**src/rtl/ysyx_25020037_lsu_axi_master.sv**
```systemverilog
// Single-outstanding AXI4 initiator for the core load/store port, with byte-lane alignment.
// Define YSYX_25020037_AXI_TIMEOUT_EN to enable the response watchdog (TIMEOUT_CYCLES).
module ysyx_25020037_lsu_axi_master #(
   parameter logic [3:0] AXI_ID         = 4'h1,
   parameter int         TIMEOUT_CYCLES = 256
) (
   input  logic        clk,
   input  logic        rst_n,
   input  logic        req_valid,
   output logic        req_ready,
   input  logic        req_we,
   input  logic [31:0] req_addr,
   input  logic [1:0]  req_size,
   input  logic [31:0] req_wdata,
   input  logic [3:0]  req_wmask,
   output logic        rsp_valid,
   output logic [31:0] rsp_rdata,
   output logic        rsp_err,
   output logic        awvalid,
   input  logic        awready,
   output logic [31:0] awaddr,
   output logic [3:0]  awid,
   output logic [7:0]  awlen,
   output logic [2:0]  awsize,
   output logic [1:0]  awburst,
   output logic        wvalid,
   input  logic        wready,
   output logic [31:0] wdata,
   output logic [3:0]  wstrb,
   output logic        wlast,
   input  logic        bvalid,
   output logic        bready,
   input  logic [1:0]  bresp,
   input  logic [3:0]  bid,
   output logic        arvalid,
   input  logic        arready,
   output logic [31:0] araddr,
   output logic [3:0]  arid,
   output logic [7:0]  arlen,
   output logic [2:0]  arsize,
   output logic [1:0]  arburst,
   input  logic        rvalid,
   output logic        rready,
   input  logic [1:0]  rresp,
   input  logic [31:0] rdata,
   input  logic        rlast,
   input  logic [3:0]  rid
);

   typedef enum logic [2:0] {IDLE, AR, R, AW_W, B} state_t;

   state_t      state_q, state_d;
   logic [1:0]  off_q, off_d;
   logic [3:0]  id_q;
   logic        req_ready_d, rsp_valid_d, rsp_err_d;
   logic [31:0] rsp_rdata_d;
   logic        awvalid_d, wvalid_d, bready_d, arvalid_d, rready_d;
   logic [31:0] awaddr_d, araddr_d, wdata_d;
   logic [2:0]  awsize_d, arsize_d;
   logic [3:0]  wstrb_d;
   logic        timeout_hit;

   assign awid    = id_q;
   assign arid    = id_q;
   assign awlen   = 8'h00;
   assign arlen   = 8'h00;
   assign awburst = 2'b01;
   assign arburst = 2'b01;
   assign wlast   = wvalid;

`ifdef YSYX_25020037_AXI_TIMEOUT_EN
   logic [31:0] to_cnt;

   // Counter rests at zero in IDLE, so it is already cleared on entry to AR/AW_W.
   always_ff @(posedge clk or negedge rst_n) begin
      if (!rst_n) begin
         to_cnt <= '0;
      end else if (state_q == IDLE) begin
         to_cnt <= '0;
      end else begin
         to_cnt <= to_cnt + 32'd1;
      end
   end

   assign timeout_hit = (state_q != IDLE) && (to_cnt == 32'(TIMEOUT_CYCLES - 1));
`else
   assign timeout_hit = (TIMEOUT_CYCLES < 0);
`endif

   always_comb begin
      state_d     = state_q;
      off_d       = off_q;
      rsp_valid_d = 1'b0;
      rsp_err_d   = 1'b0;
      rsp_rdata_d = rsp_rdata;
      awvalid_d   = awvalid;
      wvalid_d    = wvalid;
      bready_d    = bready;
      arvalid_d   = arvalid;
      rready_d    = rready;
      awaddr_d    = awaddr;
      araddr_d    = araddr;
      wdata_d     = wdata;
      awsize_d    = awsize;
      arsize_d    = arsize;
      wstrb_d     = wstrb;
      case (state_q)
         IDLE: begin
            if (req_valid && req_ready) begin
               off_d = req_addr[1:0];
               if (req_we) begin
                  state_d   = AW_W;
                  awvalid_d = 1'b1;
                  wvalid_d  = 1'b1;
                  awaddr_d  = req_addr;
                  awsize_d  = {1'b0, req_size};
                  wdata_d   = req_wdata << {req_addr[1:0], 3'b000};
                  wstrb_d   = req_wmask << req_addr[1:0];
               end else begin
                  state_d   = AR;
                  arvalid_d = 1'b1;
                  araddr_d  = req_addr;
                  arsize_d  = {1'b0, req_size};
               end
            end
         end
         AR: begin
            if (arvalid && arready) begin
               arvalid_d = 1'b0;
               rready_d  = 1'b1;
               state_d   = R;
            end
         end
         R: begin
            if (rvalid && rready) begin
               rsp_valid_d = 1'b1;
               rsp_rdata_d = rdata >> {off_q, 3'b000};
               rsp_err_d   = (rresp != 2'b00) || (rid != AXI_ID) || !rlast;
               rready_d    = 1'b0;
               state_d     = IDLE;
            end
         end
         AW_W: begin
            // The two channels complete independently; B waits for whichever finishes last.
            if (awvalid && awready) begin
               awvalid_d = 1'b0;
            end
            if (wvalid && wready) begin
               wvalid_d = 1'b0;
            end
            if (!awvalid_d && !wvalid_d) begin
               bready_d = 1'b1;
               state_d  = B;
            end
         end
         B: begin
            if (bvalid && bready) begin
               rsp_valid_d = 1'b1;
               rsp_err_d   = (bresp != 2'b00) || (bid != AXI_ID);
               bready_d    = 1'b0;
               state_d     = IDLE;
            end
         end
         default: begin
            state_d = IDLE;
         end
      endcase
      if (timeout_hit) begin
         state_d     = IDLE;
         awvalid_d   = 1'b0;
         wvalid_d    = 1'b0;
         arvalid_d   = 1'b0;
         rready_d    = 1'b0;
         bready_d    = 1'b0;
         rsp_valid_d = 1'b1;
         rsp_err_d   = 1'b1;
         rsp_rdata_d = '0;
      end
      // Hold off new requests during the response pulse so the two never coincide.
      req_ready_d = (state_d == IDLE) && !rsp_valid_d;
   end

   always_ff @(posedge clk or negedge rst_n) begin
      if (!rst_n) begin
         state_q   <= IDLE;
         off_q     <= '0;
         id_q      <= '0;
         req_ready <= 1'b0;
         rsp_valid <= 1'b0;
         rsp_err   <= 1'b0;
         rsp_rdata <= '0;
         awvalid   <= 1'b0;
         wvalid    <= 1'b0;
         bready    <= 1'b0;
         arvalid   <= 1'b0;
         rready    <= 1'b0;
         awaddr    <= '0;
         araddr    <= '0;
         wdata     <= '0;
         awsize    <= '0;
         arsize    <= '0;
         wstrb     <= '0;
      end else begin
         state_q   <= state_d;
         off_q     <= off_d;
         id_q      <= AXI_ID;
         req_ready <= req_ready_d;
         rsp_valid <= rsp_valid_d;
         rsp_err   <= rsp_err_d;
         rsp_rdata <= rsp_rdata_d;
         awvalid   <= awvalid_d;
         wvalid    <= wvalid_d;
         bready    <= bready_d;
         arvalid   <= arvalid_d;
         rready    <= rready_d;
         awaddr    <= awaddr_d;
         araddr    <= araddr_d;
         wdata     <= wdata_d;
         awsize    <= awsize_d;
         arsize    <= arsize_d;
         wstrb     <= wstrb_d;
      end
   end

endmodule

```
**config.mk**
```make
export PLATFORM = sky130hd
export DESIGN_NAME = ysyx_25020037_lsu_axi_master
export DESIGN_NICKNAME = d
export VERILOG_FILES = /design/src/rtl/ysyx_25020037_lsu_axi_master.sv
export SDC_FILE = /design/constraint.sdc
export NUM_CORES = 1
export LEC_CHECK = 0
export ABC_AREA = 1
export BUFFER_PORTS_ARGS = -buffer_cell sky130_fd_sc_hd__buf_2
export CORE_MARGIN = 2
export CORE_UTILIZATION = 52
export CTS_BUF_LIST = sky130_fd_sc_hd__clkbuf_8 sky130_fd_sc_hd__clkbuf_16
export CTS_CLUSTER_DIAMETER = 100
export CTS_CLUSTER_SIZE = 10
export DETAILED_ROUTE_END_ITERATION = 12
export PLACE_DENSITY = 0.86
export SLEW_MARGIN = 5
export SYNTH_ARGS = -nofsm -noshare
export SYNTH_HDL_FRONTEND = slang
export SYNTH_SLANG_ARGS = --single-unit
```
**constraint.sdc**
```tcl
create_clock -name clk -period 3.1 [get_ports clk]
set_clock_uncertainty 0.15 [all_clocks]
set_input_delay 0.31 -clock clk [delete_from_list [all_inputs] [get_ports clk]]
set_output_delay 0.31 -clock clk [all_outputs]
set_load 0.005 [all_outputs]
```
==> results of run 1 <==
[cell families after synthesis]
family          Yosys count
simple gates            389
other cells               2
compound gates          166
flops                   150
buf+inv                 151
[cell usage after synthesis]
library cell	instances	share of area
buf_1	2	0.0011
inv_1	70	0.038
a21oi_1	10	0.0072
buf_4	30	0.032
buf_2	19	0.014
nor2_1	34	0.018
o21ai_0	136	0.098
or2_1	1	0.00090
o211ai_1	8	0.0086
dfrtp_1	150	0.54
nand3_1	50	0.036
o21a_1	1	0.0011
conb_1	2	0.0011
nand4_1	3	0.0027
clkbuf_1	25	0.013
nand3_4	1	0.0025
buf_6	3	0.0049
or2_2	9	0.0081
o21ai_2	5	0.0063
nor2_4	3	0.0049
clkbuf_2	1	0.00072
o21ai_1	6	0.0043
nand2_1	288	0.16
inv_2	1	0.00054
[flip-flops by register name, indices dropped and copies added, names as in the netlist, 2 cells and up]
name and cells:
off_q 2, wstrb 4, state_q 3, rsp_rdata 32
wdata 32, araddr 32, arsize 2, awsize 2
awaddr 32
[worst min-delay path, cell delays in order]
cell     delay [ns]
buf_2          0.09
inv_1          0.05
o21ai_0        0.08
[final cells by class]
cell class | instances | area, µm²
Fill cell | 1054 | 4090
Sequential cell | 150 | 3750
Multi-Input combinational cell | 584 | 2570
Timing Repair Buffer | 294 | 1610
Clock buffer | 19 | 453
Inverter | 71 | 267
Tap cell | 176 | 220
Clock inverter | 13 | 170
[layer usage]
| layer | track usage | part of all wire | wire length, µm | up-vias |
|---|---|---|---|---|
| li1 | - | - | - | 3184 |
| met1 | 0.343 | 0.39 | 7590 | 3043 |
| met2 | 0.475 | 0.50 | 9810 | 328 |
| met3 | 0.0789 | 0.086 | 1680 | 34 |
| met4 | 0.0868 | 0.023 | 445 | 0 |
| met5 | 0 | 0 | 0 | - |
[metrics by stage]
step | std cells | setup slack [ns]
3_5_place_dp | 1262 | 0.846
4_1_cts | 1307 | 0.939
2_1_floorplan | 885 | 1.48
3_3_place_gp | 1262 | 0.905
6_report | 1307 | 0.935
5_1_grt | 1307 | 0.766
[where the power goes]
part | total [mW] | internal (mW) | switching (mW)
clock | 2.15 | 1.32 | 0.833
combinational | 2.83 | 1.21 | 1.62
sequential | 3.32 | 2.82 | 0.498
[final timing paths]
check / startpoint / endpoint / slack, ns
setup / recovery: state_q[2] / araddr[26] / 0.94
hold / removal: req_addr[15] / araddr[15] / 0.01
setup reg to reg: state_q[2] / araddr[26] / 0.94
hold reg to reg: rsp_rdata[23] / rsp_rdata[23] / 0.32
max in group asynchronous: rst_n / araddr[8] / 1.69
min in group asynchronous: rst_n / araddr[23] / 0.29
==> flow_summary.ini, run 1 <==
[setup_path]
reg2regPathDepth = 6
crit_path_start_kind = flip-flop
cp_max_fo = 62
cp_cell_sequence = inv_2 > nand3_4 > or2_2 > buf_4 > nand2_1 > o21ai_1
arrival_ns = 2.36
cp.depth = 6
crit_slowest_cell = or2_2
cp_num_buf_inv = 2
crit_type = flip-flop to flip-flop
crit_path_end_kind = flip-flop
critPathRequiredTime_ns = 3.29
cp_slowest_stage_delay_ns = 0.83
critPathTopFamily = simple AND/OR/NAND/NOR gates

[clock_tree]
cts_hold_buf = 13
cts_buffers = 17
tritoncts = yes
root_buffer = clkbuf_16
clock-sinks = 150
clk_pin_slew_worst_paths_ns = 0.06
cts_buffer_depth = 2
insertion_delay_ns = 0.42
cts.htree.levels = 4
cts_resized = 0
postCtsSetupBuffers = 0

[sta]
drv_slew = 0
worstMarginPinSlew_ns = 1.13
fin_crit_sh = 0.698
hold_viol_final = 0
finalSetupTns_ns = 0
max_freq_mhz = 462
finalSetupViolCount = 0
slew_headroom = 0.249
period_needed_ns = 2.16
rsz0062_at_grt = false
whs_ns = 0.0103

[cells_and_area]
final_util = 0.688
final_common_cell = nand2_1
diodes = 0
final_cell_area_um2 = 9040
layout_common_cells = nand2_1, buf_2, dfrtp_1
area_growth_pct = 30.1
nets = 1242
drive_gt1_frac = 0.295

[floorplanning]
core_area_um2 = 13100
rows = 42
die_h_um = 120
start_util = 0.529
die_w_um = 120
io_pins = 299
dieArea_um2 = 14300

[grt]
grt_pass1_vias = 6184
grt_usage = 0.278
antenna_found_initial = 0
grt-ovfl-total = 0
grt_pass1_wl_um = 31300
grt_max_degree = 71

[logic_synthesis]
synth_fa_ha_area_frac = 0
netlist_area_um2 = 6950
ys_types = 24
synth_compound_area_frac = 0.125
yosysSeqAreaShare = 0.540
synth_xor_area_frac = 0
ys_ff_latch = 150
yosysWarnings = 0
synth_top_family_by_area = simple AND/OR/NAND/NOR gates
syn_inst = 858
synth_mux_area_frac = 0
synth.avg_cell_area_um2 = 8.10
synth-simple-area-share = 0.229

[drt]
drt_wl_total_um = 19500
routed-via-count = 6589
drtIter0Drc = 692
antenna_left = 0
drc = 0
avgViaCountPerCell = 5.04
drtPass1Iterations = 5
wl_per_cell_um = 14.9

[status]
outcome = complete, no violations

[pwr]
total_power_mw = 8.30
power_density_nw_per_um2 = 918
power_leakage_nw = 5.11
ir_drop_v = 0.000545

[placed_design]
post_dp_cell_area_um2 = 8290
dp_hpwl_um = 13900
portBuffers = 270
place_congestion = 0.873

[worst_hold_path]
hold_depth = 3
hold_path.class = primary input to flip-flop

[flow_run]
cap_violations = 0
No activity file was read; power rests on OpenSTA's default activity.
==> run 2: changes to the inputs <==
--- a/config.mk
+++ b/config.mk
@@ -8,12 +8,12 @@
 export ABC_AREA = 1
 export BUFFER_PORTS_ARGS = -buffer_cell sky130_fd_sc_hd__buf_2
 export CORE_MARGIN = 2
-export CORE_UTILIZATION = 52
+export CORE_UTILIZATION = 43
 export CTS_BUF_LIST = sky130_fd_sc_hd__clkbuf_8 sky130_fd_sc_hd__clkbuf_16
 export CTS_CLUSTER_DIAMETER = 100
 export CTS_CLUSTER_SIZE = 10
 export DETAILED_ROUTE_END_ITERATION = 12
-export PLACE_DENSITY = 0.86
+export PLACE_DENSITY = 0.76
 export SLEW_MARGIN = 5
 export SYNTH_ARGS = -nofsm -noshare
 export SYNTH_HDL_FRONTEND = slang
==> constraint.sdc (replaced) <==
create_clock -name clk -period 1.75 [get_ports clk]
set_clock_uncertainty 0.15 [all_clocks]
set_input_delay 0.175 -clock clk [delete_from_list [all_inputs] [get_ports clk]]
set_output_delay 0.175 -clock clk [all_outputs]
set_load 0.005 [all_outputs]
==> run 2 against run 1 <==
Effect of this change: via count up 7.4%; cell count increased by 11%; register-to-register slack got worse by 0.85 ns; critical path type unchanged.
==> flow_summary.ini, run 2 (synthesized netlist as in run 1, its figures left out) <==
[grt]
grt_pass1_wl_um = 35200
grt_usage = 0.256
grt_pass1_vias = 6930
grt_max_degree = 70
grt-ovfl-total = 0
antenna_found_initial = 0

[clock_tree]
insertion_delay_ns = 0.42
root_buffer = clkbuf_16
cts_buffers = 17
clk_pin_slew_worst_paths_ns = 0.06
cts.htree.levels = 4
cts_buffer_depth = 2
clock-sinks = 150
tritoncts = yes

[sta]
rsz0062_at_grt = true
period_needed_ns = 1.66
hold_viol_final = 0
slew_headroom = 0.670
drv_slew = 0
worst_slack_ns = 0.0889
finalSetupViolCount = 0
worstMarginPinSlew_ns = 0.489
finalSetupTns_ns = 0
max_freq_mhz = 602
fin_crit_sh = 0.949

[drt]
drtIter0Drc = 402
dr.max_layer_used = met4
avgViaCountPerCell = 4.87
drtPass1Iterations = 5
antenna_left = 0
drt_wl_total_um = 21900
wl_per_cell_um = 15.1
drc = 0
wl_met1_um = 8480
wl_met2_um = 10900
wl_met3_um = 1510
routed-via-count = 7076

[floorplanning]
die_h_um = 131
core_area_um2 = 15800
io_pins = 299
dieArea_um2 = 17200
start_util = 0.439
die_w_um = 131
rows = 46

[cells_and_area]
area_growth_pct = 45.0
nets = 1347
instances_no_fill = 1452
layout_common_cells = nand2_1, buf_2, dfrtp_1
drive_gt1_frac = 0.286
final_common_cell = nand2_1
diodes = 0

[setup_path]
crit_path_end_kind = flip-flop
crit_type = flip-flop to flip-flop
crit_path_start_kind = flip-flop
arrival_ns = 1.80
critPathRequiredTime_ns = 1.89
cp_max_fo = 12

[placed_design]
portBuffers = 270
place_congestion = 0.840
post-place-ws_ns = 0.0715
place_inst = 1320
dp_hpwl_um = 14300

[pwr]
total_power_mw = 14.6
power_density_nw_per_um2 = 1450
power_leakage_nw = 5.55
ir_drop_v = 0.000742

[status]
outcome = complete, no violations

[flow_run]
cap_violations = 0

[worst_hold_path]
hold_path.class = primary input to flip-flop
## run 2: cell type report
cell class	instances	area [µm²]
Clock inverter	14	114
Clock buffer	18	439
Fill cell	1302	5750
Multi-Input combinational cell	584	2570
Timing Repair Buffer	399	2660
Inverter	71	269
Tap cell	216	270
Sequential cell	150	3750
## run 2: routing by layer
metal | global-route usage | vias to the layer above
met5 | 0 | -
met4 | 0.147 | 0
met3 | 0.0660 | 72
met1 | 0.302 | 3276
li1 | - | 3404
met2 | 0.424 | 324
## run 2: path summary, 6_finish.rpt
path                       slack [ns]  depth (start not counted)             to        from
hold reg to reg                  0.32                          2       wstrb[3]    wstrb[3]
hold / removal                  0.004                          5   rsp_rdata[7]    rdata[7]
setup reg to reg                 0.09                          7     awaddr[13]  state_q[1]
setup / recovery                 0.09                          7     awaddr[13]  state_q[1]
max in group asynchronous        0.71                          3  rsp_rdata[15]       rst_n
min in group asynchronous        0.11                          2     araddr[24]       rst_n
## run 2: timing repair
| action | in CTS | in global routing |
|---|---|---|
| endpoints found under the setup margin | 0 | 43 |
| buffers inserted | 0 | 0 |
| hold buffers | 99 | 0 |
| gates resized for setup | 0 | 4 |
| endpoints found under the hold margin | 259 | 0 |
## run 2: per-stage QoR
| stage | utilization | instance area (µm²) | hold WS, ns |
|---|---|---|---|
| floorplan | - | 7050 | -0.271 |
| global placement | 0.537 | 8500 | -0.0132 |
| global route | 0.637 | 10100 | 0.0215 |
| finish | 0.637 | 10100 | 0.00378 |
| detailed placement | 0.537 | 8500 | -0.0143 |
| CTS | 0.635 | 10000 | 0.00156 |
## run 2: worst max-delay path, stage by stage (launching register included)
cell and delay, ns:
dfrtp_2 0.44, nor2_4 0.17, nand2_1 0.10, nor2_4 0.18
inv_4 0.10, buf_4 0.19, nand2_1 0.08, o21ai_0 0.10
## run 2: power by group
| group | switching (mW) | leakage (nW) | internal, mW | total [mW] |
|---|---|---|---|---|
| logic | 2.95 | 3.38 | 2.39 | 5.33 |
| registers | 0.864 | 1.90 | 4.99 | 5.85 |
| clock network | 1.56 | 0.272 | 1.89 | 3.45 |
==> run 3: changes to the inputs <==
--- a/config.mk
+++ b/config.mk
@@ -8,12 +8,12 @@
 export ABC_AREA = 1
 export BUFFER_PORTS_ARGS = -buffer_cell sky130_fd_sc_hd__buf_2
 export CORE_MARGIN = 2
-export CORE_UTILIZATION = 43
+export CORE_UTILIZATION = 52
 export CTS_BUF_LIST = sky130_fd_sc_hd__clkbuf_8 sky130_fd_sc_hd__clkbuf_16
 export CTS_CLUSTER_DIAMETER = 100
 export CTS_CLUSTER_SIZE = 10
 export DETAILED_ROUTE_END_ITERATION = 12
-export PLACE_DENSITY = 0.76
+export PLACE_DENSITY = 0.86
 export SLEW_MARGIN = 5
 export SYNTH_ARGS = -nofsm -noshare
 export SYNTH_HDL_FRONTEND = slang
==> constraint.sdc (replaced) <==
create_clock -name clk -period 2.12 [get_ports clk]
set_clock_uncertainty 0.15 [all_clocks]
set_input_delay 0.212 -clock clk [delete_from_list [all_inputs] [get_ports clk]]
set_output_delay 0.212 -clock clk [all_outputs]
set_load 0.005 [all_outputs]
==> run 3 against run 2 <==
Effect of this change: the flow now finishes with violations (negative hold slack); first-iteration DRC count rose by 30%; global-route usage rose by 4.8 points; via count fell by 0.51%; die area fell by 17%; setup slack improved by 0.16 ns; maximum frequency fell by 11%.
==> flow_summary.ini, run 3 (synthesized netlist as in run 1, its figures left out) <==
[drt]
avgViaCountPerCell = 5.17
routed-via-count = 7040
wl_met3_um = 1860
antenna_left = 0
wl_met2_um = 10600
wl_met1_um = 7580
drtIter0Drc = 523
drt_wl_total_um = 21200
dr.max_layer_used = met5
drc = 0
wl_per_cell_um = 15.6
drtPass1Iterations = 7

[setup_path]
arrival_ns = 2.01
crit_type = flip-flop to flip-flop
cp_max_fo = 69
crit_path_end_kind = flip-flop
critPathRequiredTime_ns = 2.26
crit_path_start_kind = flip-flop

[sta]
period_needed_ns = 1.87
drv_slew = 0
rsz0062_at_grt = false
worst_slack_ns = 0.247
slew_headroom = 0.506
worstMarginPinSlew_ns = 0.740
whs_ns = -0.0369
max_freq_mhz = 534
finalSetupViolCount = 0
hold_viol_final = 1
fin_crit_sh = 0.883
finalSetupTns_ns = 0

[floorplanning]
die_w_um = 120
start_util = 0.529
rows = 42
dieArea_um2 = 14300
io_pins = 299
core_area_um2 = 13100
die_h_um = 120

[clock_tree]
root_buffer = clkbuf_16
clock-sinks = 150
cts.htree.levels = 4
cts_buffers = 17
cts_buffer_depth = 2
insertion_delay_ns = 0.42
clk_pin_slew_worst_paths_ns = 0.06
tritoncts = yes

[cells_and_area]
diodes = 0
multi_input_area_um2 = 2570
instances_no_fill = 1363
drive_gt1_frac = 0.282
area_growth_pct = 37.6
final_common_cell = nand2_1
nFillCells = 963
nets = 1298
regArea_um2 = 3750
layout_common_cells = nand2_1, buf_2, dfrtp_1

[grt]
antenna_found_initial = 1
grt_usage = 0.303
grt_pass1_vias = 7071
grt_pass1_wl_um = 33900
grt_max_degree = 111
grt-ovfl-total = 0

[pwr]
ir_drop_v = 0.000572
power_density_nw_per_um2 = 1260
power_leakage_nw = 5.33

[flow_run]
cap_violations = 0

[status]
outcome = complete, but fails checks
violations = negative hold slack

[worst_hold_path]
hold_path.class = primary input to flip-flop

[placed_design]
dp_hpwl_um = 13900
place_inst = 1264
post-place-ws_ns = 0.312
portBuffers = 270
place_congestion = 0.900
## run 3: critical path, cell delays in order, from the launching register on
cell and delay [ns]:
dfrtp_1 0.43, nor2_4 0.18, nand3_4 0.11, or2_2 0.31
buf_12 0.20, o21ai_0 0.35
## run 3: layout make-up
type                    instances  area share
multi-input cells             584       0.269
repair buffers                350       0.227
well taps                     176      0.0230
clock inverters                13      0.0128
clock buffers                  19      0.0474
inverters                      71      0.0279
flip-flops and latches        150       0.392
## run 3: per-layer routing
| metal | GRT usage | vias to the layer above |
|---|---|---|
| met1 | 0.334 | 3250 |
| met3 | 0.0898 | 101 |
| met2 | 0.507 | 398 |
| met5 | 0 | - |
| met4 | 0.204 | 2 |
| li1 | - | 3289 |
## run 3: stage by stage
stage	util	area (µm²)	total power [mW]
6_report	0.728	9560	12.1
5_1_grt	0.728	9560	12.9
4_1_cts	0.730	9580	12.0
3_5_place_dp	0.633	8320	8.95
3_3_place_gp	0.633	8320	8.77
2_1_floorplan	-	7050	6.98
## run 3: worst paths after layout
| kind | depth (start not counted) | start | slack, ns | endpoint |
|---|---|---|---|---|
| worst max-delay path | 5 | state_q[0] | 0.25 | araddr[18] |
| worst min-delay path | 4 | rlast | -0.04 | rsp_err |
| worst max register to register | 5 | state_q[0] | 0.25 | araddr[18] |
| worst min register to register | 2 | wdata[22] | 0.33 | wdata[22] |
| max in group asynchronous | 3 | rst_n | 1.00 | awvalid |
| min in group asynchronous | 2 | rst_n | 0.15 | awaddr[17] |
## run 3: repair_timing
item	CTS	global route
setup buffers	0	0
resized for setup	0	0
hold buffers	69	0
endpoints found under the hold margin	227	0
setup endpoints to repair	0	1
## run 3: power by group
part	switching [mW]	internal, mW
Clock	1.22	1.69
Sequential	0.765	4.12
Combinational	2.45	1.84
Total	4.43	7.65
